File: config.mk
export PLATFORM = sky130hd
export DESIGN_NAME = rv32i_fetch_unit
export DESIGN_NICKNAME = d
export VERILOG_FILES = /design/src/rtl/rv32i_fetch_unit.sv
export SDC_FILE = /design/constraint.sdc
export NUM_CORES = 1
export LEC_CHECK = 0
export CAP_MARGIN = 20
export CELL_PAD_IN_SITES_DETAIL_PLACEMENT = 1
export CELL_PAD_IN_SITES_GLOBAL_PLACEMENT = 1
export CORE_MARGIN = 5
export CORE_UTILIZATION = 40
export CTS_CLUSTER_DIAMETER = 120
export CTS_CLUSTER_SIZE = 28
export DETAILED_ROUTE_END_ITERATION = 6
export PLACE_DENSITY_LB_ADDON = 0.1
export SETUP_SLACK_MARGIN = 0.4
export SYNTH_ARGS = -nofsm -noshare
export SYNTH_HDL_FRONTEND = slang
export SYNTH_SLANG_ARGS = --single-unit
File: constraint.sdc
create_clock -name clk_i -period 7.6 [get_ports clk_i]
set_clock_uncertainty 0.2 [all_clocks]
set_input_delay 2.28 -clock clk_i [delete_from_list [all_inputs] [get_ports clk_i]]
set_output_delay 2.28 -clock clk_i [all_outputs]
set_load 0.03 [all_outputs]
File: src/rtl/rv32i_fetch_unit.sv
// rv32i_fetch_unit
//   Instruction-fetch stage feeding decode. Owns the fetch PC, issues word
//   requests on a req/gnt/rvalid instruction-memory port, buffers returned
//   words together with their PC in a small in-order FIFO and presents the
//   head to decode. Control-path redirects (branch/JAL/JALR) flush the
//   buffer; responses that were already in flight are counted and dropped.
//
// Ports
//   clk_i, reset_i      clock / synchronous active-high reset
//   stall_i             decode stall, holds the buffer head
//   pc_next_sel_i       redirect select (SEL_PC_* encoding below)
//   branch_target_i     taken-branch target
//   jal_target_i        JAL target
//   jalr_target_i       JALR target
//   imem_req_o/addr_o   fetch request and word address
//   imem_gnt_i          request accepted this cycle
//   imem_rvalid_i/rdata response valid and word (in order, one per grant)
//   instr_valid_o       instruction_o/pc_o hold a real instruction
//   instruction_o       head word, NOP_INSTR when not valid
//   pc_o                PC of head word, last value when not valid
//   fetch_err_o         misaligned redirect seen, sticky until reset
//
// pc_next_sel_i encoding: 0 = sequential (no redirect), 1 = BRANCH,
// 2 = JAL, 3 = JALR; any other value is treated as sequential.
//
// state    | meaning
// ---------+-----------------------------------------------------------
// ST_IDLE  | one cycle after reset release, no requests
// ST_RUN   | normal fetching
// ST_ERR   | misaligned redirect seen; no requests, no output, until reset

module rv32i_fetch_unit #(
  parameter logic [31:0] RESET_PC   = 32'h0000_0000,
  parameter int unsigned FIFO_DEPTH = 2,
  parameter logic [31:0] NOP_INSTR  = 32'h0000_0013
) (
  input  logic        clk_i,
  input  logic        reset_i,
  input  logic        stall_i,
  input  logic [2:0]  pc_next_sel_i,
  input  logic [31:0] branch_target_i,
  input  logic [31:0] jal_target_i,
  input  logic [31:0] jalr_target_i,
  output logic        imem_req_o,
  output logic [31:0] imem_addr_o,
  input  logic        imem_gnt_i,
  input  logic        imem_rvalid_i,
  input  logic [31:0] imem_rdata_i,
  output logic        instr_valid_o,
  output logic [31:0] instruction_o,
  output logic [31:0] pc_o,
  output logic        fetch_err_o
);

  localparam logic [2:0] SEL_PC_BRANCH = 3'd1;
  localparam logic [2:0] SEL_PC_JAL    = 3'd2;
  localparam logic [2:0] SEL_PC_JALR   = 3'd3;

  localparam int unsigned PW = (FIFO_DEPTH > 1) ? $clog2(FIFO_DEPTH) : 1;
  localparam int unsigned CW = $clog2(FIFO_DEPTH + 1) + 1;
  localparam int unsigned OW = CW + 2;

  typedef enum logic [1:0] {
    ST_IDLE = 2'd0,
    ST_RUN  = 2'd1,
    ST_ERR  = 2'd2
  } state_e;

  state_e         state_q, state_d;
  logic [31:0]    fetch_pc_q, fetch_pc_d;
  logic [31:0]    resp_pc_q, resp_pc_d;
  logic [31:0]    pc_last_q, pc_last_d;
  logic [CW-1:0]  inflight_q, inflight_d;
  logic [CW-1:0]  drop_q, drop_d;
  logic [CW-1:0]  count_q, count_d;
  logic [PW-1:0]  wr_ptr_q, wr_ptr_d;
  logic [PW-1:0]  rd_ptr_q, rd_ptr_d;
  logic [31:0]    fifo_pc_q   [FIFO_DEPTH];
  logic [31:0]    fifo_pc_d   [FIFO_DEPTH];
  logic [31:0]    fifo_word_q [FIFO_DEPTH];
  logic [31:0]    fifo_word_d [FIFO_DEPTH];

  logic           in_run;
  logic           head_valid;
  logic           pop_ok;
  logic           take_branch;
  logic           take_jump;
  logic           redir;
  logic [31:0]    redir_target;
  logic           redir_misaligned;
  logic [OW-1:0]  occupancy;
  logic           req;
  logic           xfer;
  logic           rv_drop;
  logic           rv_keep;
  logic           push;
  logic           pop;

  function automatic logic [PW-1:0] ptr_inc(input logic [PW-1:0] p);
    return (p == PW'(FIFO_DEPTH - 1)) ? '0 : p + PW'(1);
  endfunction

  // ---------------- FSM: state register ----------------
  always_ff @(posedge clk_i) begin
    if (reset_i) state_q <= ST_IDLE;
    else         state_q <= state_d;
  end

  // ---------------- FSM: next state ----------------
  always_comb begin
    state_d = state_q;
    case (state_q)
      ST_IDLE: state_d = ST_RUN;
      ST_RUN:  if (redir && redir_misaligned) state_d = ST_ERR;
      ST_ERR:  state_d = ST_ERR;
      default: state_d = ST_IDLE;
    endcase
  end

  // ---------------- control decode ----------------
  always_comb begin
    in_run      = (state_q == ST_RUN);
    head_valid  = in_run && (count_q != '0);
    pop_ok      = head_valid && !stall_i;
    // Branches resolve in exec and must win over a stalled decode;
    // jumps resolve in decode, so they only count when the head moves.
    take_branch = in_run && (pc_next_sel_i == SEL_PC_BRANCH);
    take_jump   = pop_ok && ((pc_next_sel_i == SEL_PC_JAL) ||
                             (pc_next_sel_i == SEL_PC_JALR));
    redir       = take_branch || take_jump;
    if (take_branch)                        redir_target = branch_target_i;
    else if (pc_next_sel_i == SEL_PC_JAL)   redir_target = jal_target_i;
    else                                    redir_target = jalr_target_i;
    redir_misaligned = (redir_target[1:0] != 2'b00);

    // Stale responses still occupy slots until they come back, so they
    // count against the request cap together with buffered and live ones.
    occupancy = OW'(count_q) + OW'(inflight_q) + OW'(drop_q);
    req       = in_run && (occupancy < OW'(FIFO_DEPTH));
    xfer      = req && imem_gnt_i;
    rv_drop   = imem_rvalid_i && (drop_q != '0);
    rv_keep   = imem_rvalid_i && (drop_q == '0) && (inflight_q != '0);
    push      = rv_keep && in_run && !redir;
    pop       = pop_ok && !redir;
  end

  // ---------------- datapath next state ----------------
  always_comb begin
    fetch_pc_d  = fetch_pc_q;
    resp_pc_d   = resp_pc_q;
    pc_last_d   = head_valid ? fifo_pc_q[rd_ptr_q] : pc_last_q;
    inflight_d  = inflight_q + CW'(xfer) - CW'(rv_keep);
    drop_d      = drop_q - CW'(rv_drop);
    count_d     = count_q + CW'(push) - CW'(pop);
    wr_ptr_d    = push ? ptr_inc(wr_ptr_q) : wr_ptr_q;
    rd_ptr_d    = pop  ? ptr_inc(rd_ptr_q) : rd_ptr_q;
    fifo_pc_d   = fifo_pc_q;
    fifo_word_d = fifo_word_q;

    if (xfer) fetch_pc_d = fetch_pc_q + 32'd4;

    if (push) begin
      fifo_pc_d[wr_ptr_q]   = resp_pc_q;
      fifo_word_d[wr_ptr_q] = imem_rdata_i;
      resp_pc_d             = resp_pc_q + 32'd4;
    end

    if (redir) begin
      // Everything still owed by memory becomes stale, including a grant
      // taken this very edge; a live response arriving now is simply lost
      // with the flush and so is not added.
      drop_d     = drop_q - CW'(rv_drop) + inflight_q + CW'(xfer) - CW'(rv_keep);
      inflight_d = '0;
      count_d    = '0;
      wr_ptr_d   = '0;
      rd_ptr_d   = '0;
      fetch_pc_d = redir_target;
      resp_pc_d  = redir_target;
    end
  end

  always_ff @(posedge clk_i) begin
    if (reset_i) begin
      fetch_pc_q <= RESET_PC;
      resp_pc_q  <= RESET_PC;
      pc_last_q  <= RESET_PC;
      inflight_q <= '0;
      drop_q     <= '0;
      count_q    <= '0;
      wr_ptr_q   <= '0;
      rd_ptr_q   <= '0;
    end else begin
      fetch_pc_q <= fetch_pc_d;
      resp_pc_q  <= resp_pc_d;
      pc_last_q  <= pc_last_d;
      inflight_q <= inflight_d;
      drop_q     <= drop_d;
      count_q    <= count_d;
      wr_ptr_q   <= wr_ptr_d;
      rd_ptr_q   <= rd_ptr_d;
    end
  end

  // Buffer storage needs no reset: entries are only read behind count_q.
  always_ff @(posedge clk_i) begin
    fifo_pc_q   <= fifo_pc_d;
    fifo_word_q <= fifo_word_d;
  end

  // ---------------- FSM: outputs ----------------
  always_comb begin
    imem_req_o    = req;
    imem_addr_o   = fetch_pc_q;
    instr_valid_o = head_valid;
    instruction_o = head_valid ? fifo_word_q[rd_ptr_q] : NOP_INSTR;
    pc_o          = head_valid ? fifo_pc_q[rd_ptr_q]   : pc_last_q;
    fetch_err_o   = (state_q == ST_ERR);
  end

endmodule

==> results of run 1 <==
-- area by class of cell --
cell class	count	area, um2	area share, %
tap	378	473	3.34
clock inverter	2	21.3	0.150
clock buffer	17	340	2.41
inverter	28	105	0.743
timing repair buffer	250	2460	17.4
multi-input combinational	713	4710	33.3
sequential	237	6030	42.6
antenna	1	2.50	0.0177
-- cell families after synthesis --
logic type	synth area share (%)
flops	54.3
buf+inv	3.68
simple gates	15.8
mux	8.80
fa+ha+maj	2.95
compound gates	12.5
xor+xnor	1.97
-- metal layers --
metal / global-route usage (%) / part of all wire [%]
met1: 28.3 / 44
met3: 3.68 / 5.7
met2: 35.5 / 48
met4: 5.45 / 2.2
met5: 0 / 0
-- worst max-delay path: stages (launching register included) --
cell	delay (ns)
dfxtp_1	0.37
or3_1	0.61
nand2_2	0.41
buf_4	0.49
nand2_1	0.09
o21ai_0	0.16
clkdlybuf4s50_1	0.75
-- through the flow --
stage               hold slack [ns]  std cells
floorplan                     0.224       1042
global placement              0.237       1606
detailed placement            0.247       1606
CTS                           0.268       1625
global route                  0.289       1625
finish                        0.267       1626
-- cells in the mapped netlist (6+ instances only) --
cell        n
a211oi_1   13
a21boi_0    7
a21o_1      6
a21oi_1    43
a31oi_1    10
and2_1     36
and3_1     16
buf_2      14
clkbuf_1   37
dfxtp_1   109
edfxtp_1  128
fa_1        7
ha_1       15
inv_1      28
mux2i_1    92
nand2_1    98
nand3_1    33
nand4_1    13
nor2_1     73
nor3_1     32
nor4_1     19
o21a_1      6
o21ai_0    76
o31ai_1     8
xnor2_1    17
xor2_1      8
-- registers in the layout, indices dropped and copies added (netlist names) --
signal,flops
count_q,3
pc_last_q,32
wr_ptr_q,1
rd_ptr_q,1
drop_q,3
fifo_word_q,64
fifo_pc_q,64
inflight_q,3
resp_pc_q,32
state_q,2
imem_addr_o,32
-- power by group --
part	switching, mW	internal [mW]	total (mW)
combinational	0.567	0.392	0.959
clock	0.414	0.322	0.735
sequential	0.0752	1.44	1.52
-- final timing paths --
kind	cells past startpoint	endpoint	start	slack, ns
worst max-delay path	6	pc_o[26]	count_q[0]$_SDFF_PP0_	1.71
worst min-delay path	0	fifo_pc_q[33]$_DFFE_PP_	resp_pc_q[1]$_SDFFE_PP0P_	0.27
worst max register to register	14	drop_q[2]$_SDFF_PP0_	count_q[1]$_SDFF_PP0_	2.59
worst min register to register	0	fifo_pc_q[33]$_DFFE_PP_	resp_pc_q[1]$_SDFFE_PP0P_	0.27
-- cell usage in the layout (no fill, tap or decap), types with 7 or more instances in the layout --
cell / synthesis / final
a211oi_1: 13 / 13
a21boi_0: 7 / 7
a21oi_1: 43 / 42
a31oi_1: 10 / 10
and2_1: 36 / 36
and3_1: 16 / 15
buf_4: 2 / 16
clkbuf_16: 0 / 13
clkdlybuf4s50_1: 0 / 234
dfxtp_1: 109 / 108
edfxtp_1: 128 / 128
fa_1: 7 / 7
ha_1: 15 / 15
inv_1: 28 / 28
mux2i_1: 92 / 92
nand2_1: 98 / 97
nand3_1: 33 / 33
nand4_1: 13 / 13
nor2_1: 73 / 72
nor3_1: 32 / 32
nor4_1: 19 / 19
o21ai_0: 76 / 75
o31ai_1: 8 / 8
xnor2_1: 17 / 17
xor2_1: 8 / 8
==> results_dict.tcl, run 1 <==
set metrics [dict create \
    ant_nets 0 \
    die_w_um 177 \
    dp_hpwl_mm 25.1 \
    synthFlopType "edfxtp_1" \
    cts-root-buf "clkbuf_16" \
    fillers 3038 \
    critPathKind "reg -> out" \
    cts.path.max_buffers 3 \
    grt_pass1_vias 9090 \
    synth_top_area_share_pct 34.6 \
    grt_max_degree 65 \
    period_needed_ns 5.89 \
    cp.required_ns 5.12 \
    ys_seq_elements 237 \
    gr-total-overflow 0 \
    drv_cap 0 \
    post-route-worst-setup-slack_ns 1.71 \
    synthArstFlopShare_pct 0 \
    design.die.area_um2 31200 \
    rsz0062_at_grt "no" \
    startpoint_type "flip-flop" \
    post-route-period-util_pct 77.5 \
    synth_area_leader_cell "edfxtp_1" \
    synth_area_um2 11100 \
    endpoint_kind "output pin" \
    synth_edf_count 128 \
    dr.pass1.iters 5 \
    antenna_found_initial 0 \
    tightest_slew_ns 1.01 \
    synth.distinct_cells 71 \
    syn_area_per_cell_um2 10.7 \
    max_slew_margin_pct 32.4 \
    netlist_instances 1042 \
    cts.sinks 237 \
    crit_fanout 55 \
    wirelength_mm 34.2 \
    placed_area_um2 13800 \
    grt_pass1_wl_mm 52.0 \
    vias_per_cell 5.49 \
    die_y_um 177 \
    cts_hold_repair.buffers 0 \
    post-route-drc-count 0 \
    final_nets 1400 \
    slew_viol_final 0 \
    yosysSeqAreaShare_pct 54.3 \
    finalSetupViolations 0 \
    totalPowerFinal_mw 3.21 \
    syn_nets 1200 \
    cts_tree "done" \
    core_area_um2 27600 \
    yosysWarningCount 0 \
    pre_cts_ws_ns 1.60 \
    cellPowerDensity_nw_per_um2 227 \
    clock_latency_ns 0.49 \
    start_util_pct 40.2 \
    clk_pin_slew_ns 0.11 \
    post_cts_buffers 0 \
    cts-htree-levels 1 \
    io_pins 235 \
    grt_usage_pct 21.1 \
    hold_violations 0 \
    max-vdd-ir-drop_v 0.000128 \
    outcome "finished clean" \
    portBuffers 234 \
    p_leak_nw 4.59 \
    ys_top_cells_by_area "edfxtp_1 35%, dfxtp_1 20%, mux2i_1 8.3%" \
    tns_ns 0 \
    cts-resized-gates 0 \
    stdcell_area_um2 14100 \
    area_growth_pct 27.4 \
    globalplace.congestion 0.875 \
    drt_iter0_drc 503 \
    drive_above_1_share_pct 4.73 \
    routedWlPerCell_um 21.0 \
    rows 61 \
    fmax_mhz 170 \
    via_count 8924 \
    cts_inserted_buffers 12 \
    post-route-util_pct 51.2 \
    hold_class "reg -> reg" \
    worstPathArrival_ns 3.41 \
]
Note: power is estimated with default switching activity, not from simulation.
==> run 2: changes to the inputs <==
Clock period 7.6 ns to 5.5 ns, I/O delays scaled along.
==> run 2 against run 1 <==
Effect of this change: core utilization up 0.42 points; die area unchanged; register-to-register slack lost 1.6 ns; final area rose by 0.81%; wire length decreased by 1.4%; setup slack got worse by 1.0 ns; hold slack lost 0.0038 ns; sequential cell count did not move; first-iteration DRC count decreased by 13%.
==> results_dict.tcl, run 2 (same netlist as run 1, synthesis figures left out) <==
set metrics [dict create \
    outcome "finished clean" \
    post-route-util_pct 51.6 \
    area_growth_pct 28.4 \
    cp.required_ns 3.65 \
    p_leak_nw 4.68 \
    clk_pin_slew_ns 0.11 \
    hold_violations 0 \
    cts_inserted_buffers 12 \
    min_path_cells 2 \
    post-route-drc-count 0 \
    post_cts_buffers 0 \
    gr-total-overflow 0 \
    hold_class "reg -> reg" \
    globalplace.congestion 0.863 \
    drive_above_1_share_pct 5.48 \
    cts_hold_repair.buffers 0 \
    drv_cap 0 \
    vias_per_cell 5.37 \
    hold_start "imem_addr_o[1]$_SDFFE_PP0P_" \
    fmax_mhz 207 \
    diodes 0 \
    ant_nets 0 \
    cts.sinks 237 \
    endpoint_kind "output pin" \
    cts-root-buf "clkbuf_16" \
    rows 61 \
    grt_max_degree 98 \
    r2r_start "count_q[1]$_SDFF_PP0_" \
    tns_ns 0 \
    rsz0062_at_grt "no" \
    grt_pass1_vias 9088 \
    cts.path.max_buffers 3 \
    antenna_found_initial 0 \
    final_nets 1412 \
    die_y_um 177 \
    dr.pass1.iters 4 \
    design.die.area_um2 31200 \
    drt_iter0_drc 437 \
    crit_fanout 97 \
    portBuffers 234 \
    r2r_slack_ns 0.98 \
    worstPathArrival_ns 2.98 \
    tightest_slew_ns 1.03 \
    grt_usage_pct 21.0 \
    max-vdd-ir-drop_v 0.000227 \
    start_util_pct 40.2 \
    io_pins 235 \
    cts-htree-levels 1 \
    final_common_cell "clkdlybuf4s50_1" \
    finalSetupViolations 0 \
    via_count 8803 \
    slew_viol_final 0 \
    dp_hpwl_mm 25.0 \
    post-route-period-util_pct 87.8 \
    routedWlPerCell_um 20.6 \
    grt_pass1_wl_mm 51.6 \
    post-route-worst-setup-slack_ns 0.672 \
    holdWs_ns 0.263 \
    critPathKind "reg -> out" \
    final_cell_mix "233 x clkdlybuf4s50_1, 128 x edfxtp_1, 108 x dfxtp_1" \
    wirelength_mm 33.7 \
    startpoint_type "flip-flop" \
    cellPowerDensity_nw_per_um2 312 \
    cts_tree "done" \
    pre_cts_ws_ns 0.619 \
    core_area_um2 27600 \
    hold_end "imem_addr_o[1]$_SDFFE_PP0P_" \
    max_slew_margin_pct 31.4 \
    rr_endpoint "drop_q[2]$_SDFF_PP0_" \
    r2r_cells 14 \
    clock_latency_ns 0.49 \
    period_needed_ns 4.83 \
    die_w_um 177 \
    reg.largest.list "fifo_pc_q (64), fifo_word_q (64)" \
]
-- run 2: cell types whose count changed in the layout (fill, tap and decap cells not counted), sizes merged --
cell,previous run,this run
dlymetal6s2s,0,1
clkinvlp,1,0
inv,28,29
buf,16,28
clkdlybuf4s50,234,233
clkinv,1,0
diode,1,0
clkbuf,17,19
-- run 2: worst max-delay path by stage --
stage	start	end	slack (ns)
final	count_q[0]$_SDFF_PP0_	pc_o[12]	0.67
after global routing	count_q[0]$_SDFF_PP0_	pc_o[12]	0.50
after detailed placement	imem_gnt_i	drop_q[2]$_SDFF_PP0_	0.62
after CTS	count_q[1]$_SDFF_PP0_	imem_req_o	0.41
after global placement	imem_gnt_i	drop_q[2]$_SDFF_PP0_	0.67
after floorplan	pc_next_sel_i[0]	fifo_pc_q[0]$_DFFE_PP_	0.47
-- run 2: final cells by class --
type / instances / area, um2
Inverter: 28 / 105
Timing Repair Buffer: 262 / 2580
Sequential cell: 237 / 6030
Multi-Input combinational cell: 713 / 4700
Fill cell: 3037 / 13400
Clock inverter: 1 / 16.3
Tap cell: 378 / 473
Clock buffer: 19 / 348
-- run 2: critical path: stages, from the launching register on --
cell and delay, ns:
dfxtp_1 0.36, or3_1 0.61, nand2_2 0.18, buf_12 0.30
nand2_1 0.09, o21ai_0 0.13, clkdlybuf4s50_1 0.74
-- run 2: repair_timing --
action                     4_1_cts  5_1_grt
setup endpoints to repair        0        1
hold endpoints to repair         0        0
resized for setup                0        1
-- run 2: routing by layer --
layer / vias to the layer above / wire, um / global-route usage [%]
met1: 4276 / 15200 / 28.3
met3: 35 / 1670 / 3.17
met5: - / 0 / 0
li1: 4266 / - / -
met4: 0 / 538 / 4.22
met2: 226 / 16300 / 36.2
-- run 2: where the power goes --
part / switching, mW / internal [mW]
Sequential: 0.106 / 1.99
Combinational: 0.782 / 0.556
Clock: 0.567 / 0.451
Total: 1.46 / 3.00
-- run 2: per-stage QoR --
stage | total power [mW] | std cells | area (um2)
3_5_place_dp | 3.47 | 1618 | 13900
5_1_grt | 4.69 | 1638 | 14300
6_report | 4.45 | 1638 | 14300
2_1_floorplan | 2.95 | 1042 | 11100
3_3_place_gp | 3.44 | 1618 | 13900
4_1_cts | 4.49 | 1638 | 14300
